$ cat src/rtl/ram_rr_arbiter.sv
// ============================================================================
// Module      : ram_rr_arbiter
// Description : Round-robin arbiter sharing one single-port RAM between
//               NCORES cores, with quantum-limited grants and tagged read return.
// Revision    : 1.0 - initial release
// ============================================================================
`default_nettype none

module ram_rr_arbiter #(
    parameter int NCORES    = 4,
    parameter int AW        = 8,
    parameter int DW        = 8,
    parameter int RD_LAT    = 1,
    parameter int MAX_BURST = 8
) (
    input  logic                 clk,
    input  logic                 rst,
    input  logic [NCORES-1:0]    req,
    input  logic [NCORES-1:0]    wr,
    input  logic [NCORES*AW-1:0] addr,
    input  logic [NCORES*DW-1:0] wdata,
    output logic [NCORES-1:0]    gnt,
    output logic [NCORES-1:0]    rvalid,
    output logic [DW-1:0]        rdata,
    output logic [AW-1:0]        ram_addr,
    output logic [DW-1:0]        ram_din,
    output logic                 ram_wren,
    input  logic [DW-1:0]        ram_q
);

    localparam int PW = (NCORES > 1) ? $clog2(NCORES) : 1;
    localparam int CW = $clog2(MAX_BURST + 1);
    localparam int TD = RD_LAT + 1;

    typedef enum logic [0:0] {
        S_IDLE = 1'b0,
        S_OWN  = 1'b1
    } state_t;

    state_t                 state_q, state_d;
    logic [PW-1:0]          own_q, own_d;
    logic [PW-1:0]          ptr_q, ptr_d;
    logic [CW-1:0]          cnt_q, cnt_d;
    logic [NCORES-1:0]      gnt_q, gnt_d;
    logic [TD-1:0]          tag_v_q, tag_v_d;
    logic [TD-1:0][PW-1:0]  tag_idx_q, tag_idx_d;
    logic [DW-1:0]          rdata_q, rdata_d;

    logic w_issue;
    logic w_others;
    logic w_last;
    logic w_release;

    function automatic logic [PW-1:0] next_idx(input logic [PW-1:0] k);
        return (int'(k) == NCORES - 1) ? '0 : k + PW'(1);
    endfunction

    // First requester at or after start, wrapping from NCORES-1 to 0.
    function automatic logic [PW-1:0] first_req(input logic [NCORES-1:0] r,
                                                input logic [PW-1:0]     start);
        logic [PW-1:0] idx;
        logic [PW-1:0] win;
        logic          found;
        idx   = start;
        win   = start;
        found = 1'b0;
        for (int i = 0; i < NCORES; i++) begin
            if (!found && r[idx]) begin
                win   = idx;
                found = 1'b1;
            end
            idx = next_idx(idx);
        end
        return win;
    endfunction

    assign w_issue   = |(req & gnt_q);
    assign w_others  = |(req & ~gnt_q);
    assign w_last    = (cnt_q == CW'(MAX_BURST - 1));
    assign w_release = (state_q == S_OWN) &&
                       (!req[own_q] || (w_issue && w_last && w_others));

    always_comb begin
        state_d = state_q;
        own_d   = own_q;
        ptr_d   = ptr_q;
        cnt_d   = cnt_q;
        case (state_q)
            S_IDLE: begin
                if (|req) begin
                    state_d = S_OWN;
                    own_d   = first_req(req, ptr_q);
                    cnt_d   = '0;
                end
            end
            S_OWN: begin
                if (w_release) begin
                    ptr_d = next_idx(own_q);
                    cnt_d = '0;
                    if (w_others) begin
                        own_d = first_req(req, next_idx(own_q));
                    end else begin
                        state_d = S_IDLE;
                    end
                end else if (w_issue) begin
                    // Quantum expiry with nobody waiting just restarts the count.
                    cnt_d = w_last ? '0 : cnt_q + CW'(1);
                end
            end
            default: state_d = S_IDLE;
        endcase
        gnt_d = (state_d == S_OWN) ? (NCORES'(1) << own_d) : '0;
    end

    always_comb begin
        tag_v_d   = {tag_v_q[TD-2:0], w_issue & ~wr[own_q]};
        tag_idx_d = {tag_idx_q[TD-2:0], own_q};
        rdata_d   = ram_q;
    end

    always_ff @(posedge clk or posedge rst) begin
        if (rst) begin
            state_q   <= S_IDLE;
            own_q     <= '0;
            ptr_q     <= '0;
            cnt_q     <= '0;
            gnt_q     <= '0;
            tag_v_q   <= '0;
            tag_idx_q <= '0;
            rdata_q   <= '0;
        end else begin
            state_q   <= state_d;
            own_q     <= own_d;
            ptr_q     <= ptr_d;
            cnt_q     <= cnt_d;
            gnt_q     <= gnt_d;
            tag_v_q   <= tag_v_d;
            tag_idx_q <= tag_idx_d;
            rdata_q   <= rdata_d;
        end
    end

    assign gnt      = gnt_q;
    assign rdata    = rdata_q;
    assign rvalid   = tag_v_q[TD-1] ? (NCORES'(1) << tag_idx_q[TD-1]) : '0;
    assign ram_addr = addr[own_q*AW +: AW];
    assign ram_din  = wdata[own_q*DW +: DW];
    assign ram_wren = w_issue & wr[own_q];

endmodule

`default_nettype wire

$ cat config.mk
export PLATFORM = sky130hd
export DESIGN_NAME = ram_rr_arbiter
export DESIGN_NICKNAME = d
export VERILOG_FILES = /design/src/rtl/ram_rr_arbiter.sv
export SDC_FILE = /design/constraint.sdc
export NUM_CORES = 1
export LEC_CHECK = 0
export ABC_AREA = 1
export CAP_MARGIN = 20
export CORE_ASPECT_RATIO = 0.75
export CORE_MARGIN = 2
export CORE_UTILIZATION = 39
export DETAILED_ROUTE_END_ITERATION = 8
export PLACE_DENSITY_LB_ADDON = 0.3
export SLEW_MARGIN = 20
export SYNTH_ARGS = -nofsm -noshare
export SYNTH_HDL_FRONTEND = slang
export SYNTH_SLANG_ARGS = --single-unit
$ cat constraint.sdc
create_clock -name clk -period 2.2 [get_ports clk]
set_input_delay 0.44 -clock clk [delete_from_list [all_inputs] [get_ports clk]]
set_output_delay 0.44 -clock clk [all_outputs]
set_load 0.01 [all_outputs]
* After elaboration in Yosys (flattened, before gate mapping) *
Cells that the tools add are included.
W data, S select, Z words.

storage, ports and cells
  logic and storage cells = 138
  input bits = 82
  output and inout port bits = 33
  flip-flop bits (word level) = 27

cells by class
  $lt $le $gt $ge = 9
  reduce and logical (&&, ||, !) cells = 22
  equality and inequality tests = 10
  add/sub/neg operators = 8
  multiplexer cells = 69
  shift-type cells = 4
  bitwise operators = 7

operators by type and width
  cell                   count
  $shiftx A32 B6 Y8      2
  $mux W1                34
  $mux W2                16
  $lt A2 B3 Y1 const B   9
  $mux W4                6
  $bmux W1 S2            10
  $add A2 B1 Y2 const B  7
  $eq A2 B1 Y1 const B   7
  $reduce_or A4 Y1       3
  $logic_and A1 B1 Y1    9
  $and A4 B4 Y4          2
  $pmux W4 S2            1
  $shl A1 B2 Y4 const A  2
  $logic_not A1 Y1       7
  $add A4 B1 Y4 const B  1
  $eq A4 B3 Y1 const B   1
  $not A4 Y4             1
  $pmux W2 S2            1
  $reduce_and A2 Y1      2
  $ne A3 B1 Y1 const B   1
  $and A1 B1 Y1          2
  $ne A2 B2 Y1 const B   1
  $not A1 Y1             2
  $pmux W1 S2            1
  $logic_or A1 B1 Y1     1

* Depth between registers and ports, before layout *
  depth after elaboration = 28
  gate-level depth with buffers = 17
  gate-level depth less buffers = 16

* Least setup slack after synthesis *
No wires, ideal clock.

  kind = reg-to-reg
  start point = register own_q[0]
  end point = register gnt_q[2], in the netlist gnt[2]
  data required time = 2.081 ns
  arrival = 1.790 ns
  period minus slack after synthesis = 1.909 ns
  cell stages (with the launch flop) = 16
  setup time = 0.119 ns
  setup slack = 0.291 ns
  path buffers = 0
  path through = dfrtp_1 -> ha_1 -> inv_1 -> nand2_1 -> nand2_2 -> nand2_1 -> nand2_2 -> nand2_1 -> nand2_1 -> nand2_1 -> nand2_1 -> nand3_1 -> nand2_1 -> nand2_1 -> nand2_1 -> nor2_1

between the ends
  longest elaborated chain between the ends = 28
  elaborated cells between the ends (all ways) = 54
  classes of those cells = add/sub (4); eq/ne (4); shift (1); mux (36); reduce/logical (9)

RTL lines
  element                                        line  source
  from (decl)                                    41    logic [PW-1:0] own_q, own_d;
  from (signal assigned)                         133   own_q <= own_d;
  $add A2 B1 Y2 or $eq A2 B1 Y1 (tied branches)  55    return (int'(k) == NCORES - 1) ? '0 : k + PW'(1);
  $mux W2                                        55
  $bmux W1 S2                                    68    if (!found && r[idx]) begin
  $mux W1 (not written as such)                  68
  $mux W1                                        68
  $mux W1                                        100   if (w_others) begin
  $mux W1                                        97    if (w_release) begin
  $mux W1                                        88    case (state_q)
  (+13 left out)                                 --
  $logic_and A1 B1 Y1                            68
  $mux W2                                        68
  $mux W2                                        100
  $mux W2                                        97
  $pmux W2 S2                                    88
  $shl A1 B2 Y4                                  112   gnt_d = (state_d == S_OWN) ? (NCORES'(1) << own_d) : '0;
  $mux W4 (*)                                    112
  named net gnt_d[2]                             44    logic [NCORES-1:0] gnt_q, gnt_d;
  to (signal assigned)                           136   gnt_q <= gnt_d;
  to (decl)                                      44

Mark *: on every way through the listed nets, which the timed path passes. The rest lies on a longest branch. The select of a mux whose other input is x is not followed.
A chain may end at the register's enable or synchronous reset.

* Final worst setup path *
  start point = register own_q[0]
  end point = output ram_addr[6]

between the ends
  longest elaborated chain between the ends = 1

RTL lines
  element            line  source
  $shiftx A32 B6 Y8  146   assign ram_addr = addr[own_q*AW +: AW];
  to (decl)          25    output logic [AW-1:0] ram_addr,

Every way passes these cells.

==> flow_metrics.tcl <==
set metrics [dict create \
    outcome "completed" \
    drt-vias-per-instance 5.098 \
    nets 547 \
    post-synth-top-area-cell "dfrtp_1" \
    initial_core_util 0.4136 \
    min_period_ns 2.088 \
    wire_per_inst_um 13.74 \
    synth_cell_types 25 \
    drc 0 \
    hold_class "flop to flop" \
    period_share 0.9490 \
    utilization 0.7185 \
    gr-usage-met1 0.3098 \
    cp.required_ns 1.76 \
    grt_pass1_vias 2614 \
    worstSetupEndpointType "output pin" \
    drtIter0Drc 206 \
    yosysTopAreaCellShare 0.3279 \
    met2_usage 0.4536 \
    setup_violations 0 \
    grt_max_degree 29 \
    drv_cap 0 \
    htree_levels 1 \
    grt_pass1_wl_um 11610 \
    synthTopCellsByCount "nand2_1, nor2_1, o21ai_0" \
    ios 115 \
    tightest_slew_ns 0.5116 \
    crit_slowest_cell "dfrtp_2" \
    gr-usage-all-layers 0.2538 \
    wl_um 7323 \
    powerDensity_nw_per_um2 1365 \
    place_hpwl_um 5912 \
    relSlewSlack 0.6585 \
    antenna_found_initial 0 \
    synth_area_leaders "dfrtp_1, nand2_1, o21ai_0, nor2_1, nand3_1" \
    crit_family "buffers and inverters" \
    vdd_drop_max_mv 0.7175 \
    cp_num_buf_inv 3 \
    port_buffers 114 \
    drt_pass1_iterations 6 \
    crit_arrival_ns 1.65 \
    diodes 0 \
    ys_ff_latch 27 \
    finalPower_w 0.004887 \
    slew_viol_final 0 \
    areaGrowthSynthToFinish_pct 73.71 \
    dieHeight_um 66.95 \
    fmax_ghz 0.4790 \
    die-area_um2 5887 \
    synth_area_per_cell_um2 6.302 \
    grt.overflow.total 0 \
    clockRootBuffer "clkbuf_8" \
    place_congestion 0.8986 \
    leakage_nw 1.714 \
    crit_chain "buf_4 > buf_4 > o21ai_0 > o22ai_1 > dlygate4sd2_1" \
    busiest_layer "met2" \
    clk_pin_slew_worst_paths_ns 0.09 \
    rows 22 \
    syn_area_um2 2061 \
    yosys_warnings 0 \
    netlist_instances 327 \
    worst-path-max-fanout 10 \
    fp.dieW_um 87.94 \
    worstSetupPathType "flop to output pin" \
    coreArea_um2 4982 \
    synth-edff-count 0 \
    drive_gt1_frac 0.1388 \
    hold_violations 0 \
    async_reset_ff_frac 1.000 \
    clock_latency_ns 0.28 \
    synth_ff_type "dfrtp_1" \
    startpoint_type "flop" \
    postRouteAntennaNets 0 \
    cts_tree "built" \
    yosysMostFrequentCell "nand2_1" \
    ctsLongestPathBuffers 2 \
    vias 2717 \
    numCtsBuffers 3 \
    slowest_delay_ns 0.45 \
    synth-seq-area-share 0.3279 \
    finalClockSkew_ns 0.01044 \
    cts.sinks 27 \
    gr-usage-met3 0.03965 \
    cpMostUsedCell "buf_4" \
    synth_nets 412 \
]
cell type report:
| type | instances | area, um^2 |
|---|---|---|
| Fill cell | 399 | 1403 |
| Timing Repair Buffer | 143 | 1375 |
| Sequential cell | 27 | 678.2 |
| Clock inverter | 1 | 7.507 |
| Inverter | 36 | 135.1 |
| Tap cell | 72 | 90.09 |
| Multi-Input combinational cell | 251 | 1252 |
| Clock buffer | 3 | 41.29 |
final timing paths:
path                            cells after the start      endpoint          from  slack, ns
worst max-delay path                                5   ram_addr[6]      own_q[0]       0.11
min in group asynchronous                           2    tag_v_q[0]           rst       0.50
worst max register to register                     15        gnt[2]      own_q[0]       0.11
worst min-delay path                                0  tag_idx_q[2]  tag_idx_d[2]       0.36
worst min register to register                      0  tag_idx_q[2]  tag_idx_d[2]       0.36
max in group asynchronous                           3      rdata[6]           rst       1.23
cell families after synthesis:
logic type      count (synthesis)  share of synthesized area
buf+inv                        49                    0.09958
compound gates                 69                     0.1858
xor+xnor                        2                   0.008502
fa+ha+maj                       3                    0.01822
simple gates                  177                     0.3601
flops                          27                     0.3279
registers in the layout, summed over array words and instances, names as in the netlist:
register and flops:
tag_idx_q 2, rdata 8, tag_v_q 2, ptr_q 2, gnt 4, state_q 1
cnt_q 4, own_q 2, tag_idx_d 2
metal layers:
metal | part of all wire | routed length (um)
met5 | 0 | 0
met2 | 0.50 | 3663
met3 | 0.065 | 479
met1 | 0.41 | 3014
met4 | 0.023 | 165
cell usage in the layout (no fill, tap or decap):
| master | count |
|---|---|
| a21oi_1 | 4 |
| a32o_1 | 2 |
| a32oi_2 | 1 |
| buf_12 | 2 |
| buf_4 | 25 |
| buf_6 | 2 |
| clkbuf_8 | 3 |
| clkdlybuf4s50_1 | 95 |
| clkinvlp_4 | 1 |
| dfrtp_1 | 25 |
| dfrtp_2 | 2 |
| dlygate4sd2_1 | 17 |
| dlymetal6s2s_1 | 2 |
| ha_1 | 1 |
| ha_2 | 1 |
| ha_4 | 1 |
| inv_1 | 32 |
| inv_2 | 4 |
| nand2_1 | 79 |
| nand2_2 | 11 |
| nand3_1 | 30 |
| nand3_2 | 4 |
| nor2_1 | 44 |
| nor2_2 | 3 |
| nor2_4 | 1 |
| nor3_1 | 4 |
| nor4_1 | 1 |
| o21ai_0 | 41 |
| o21ai_1 | 2 |
| o21ai_2 | 2 |
| o21ai_4 | 1 |
| o22ai_1 | 16 |
| xor2_1 | 2 |
power by group:
group / switching (W) / internal, W / total (W) / leakage (nW)
Clock: 0.000155 / 0.000129 / 0.000284 / 0.0217
Sequential: 0.000121 / 0.000660 / 0.000781 / 0.331
Combinational: 0.00226 / 0.00157 / 0.00382 / 1.36
repair_timing:
item	CTS	global route
hold buffers	0	0
resized for setup	26	20
pin swaps	0	3
endpoints found under the setup margin	18	8
buffers inserted	1	0
stage by stage:
stage / setup TNS, ns / setup slack, ns / hold slack [ns] / std cells / area [um^2]
3_5_place_dp: -1.284 / -0.2102 / 0.3371 / 528 / 3445
6_report: 0 / 0.1122 / 0.3578 / 533 / 3580
2_1_floorplan: 0 / 0.2913 / 0.3312 / 327 / 2061
5_1_grt: -0.06548 / -0.04696 / 0.3615 / 533 / 3580
3_3_place_gp: -0.6776 / -0.2096 / 0.3318 / 528 / 3445
4_1_cts: 0 / 0.01739 / 0.3593 / 533 / 3510
Power figures use the tool's default switching activity.
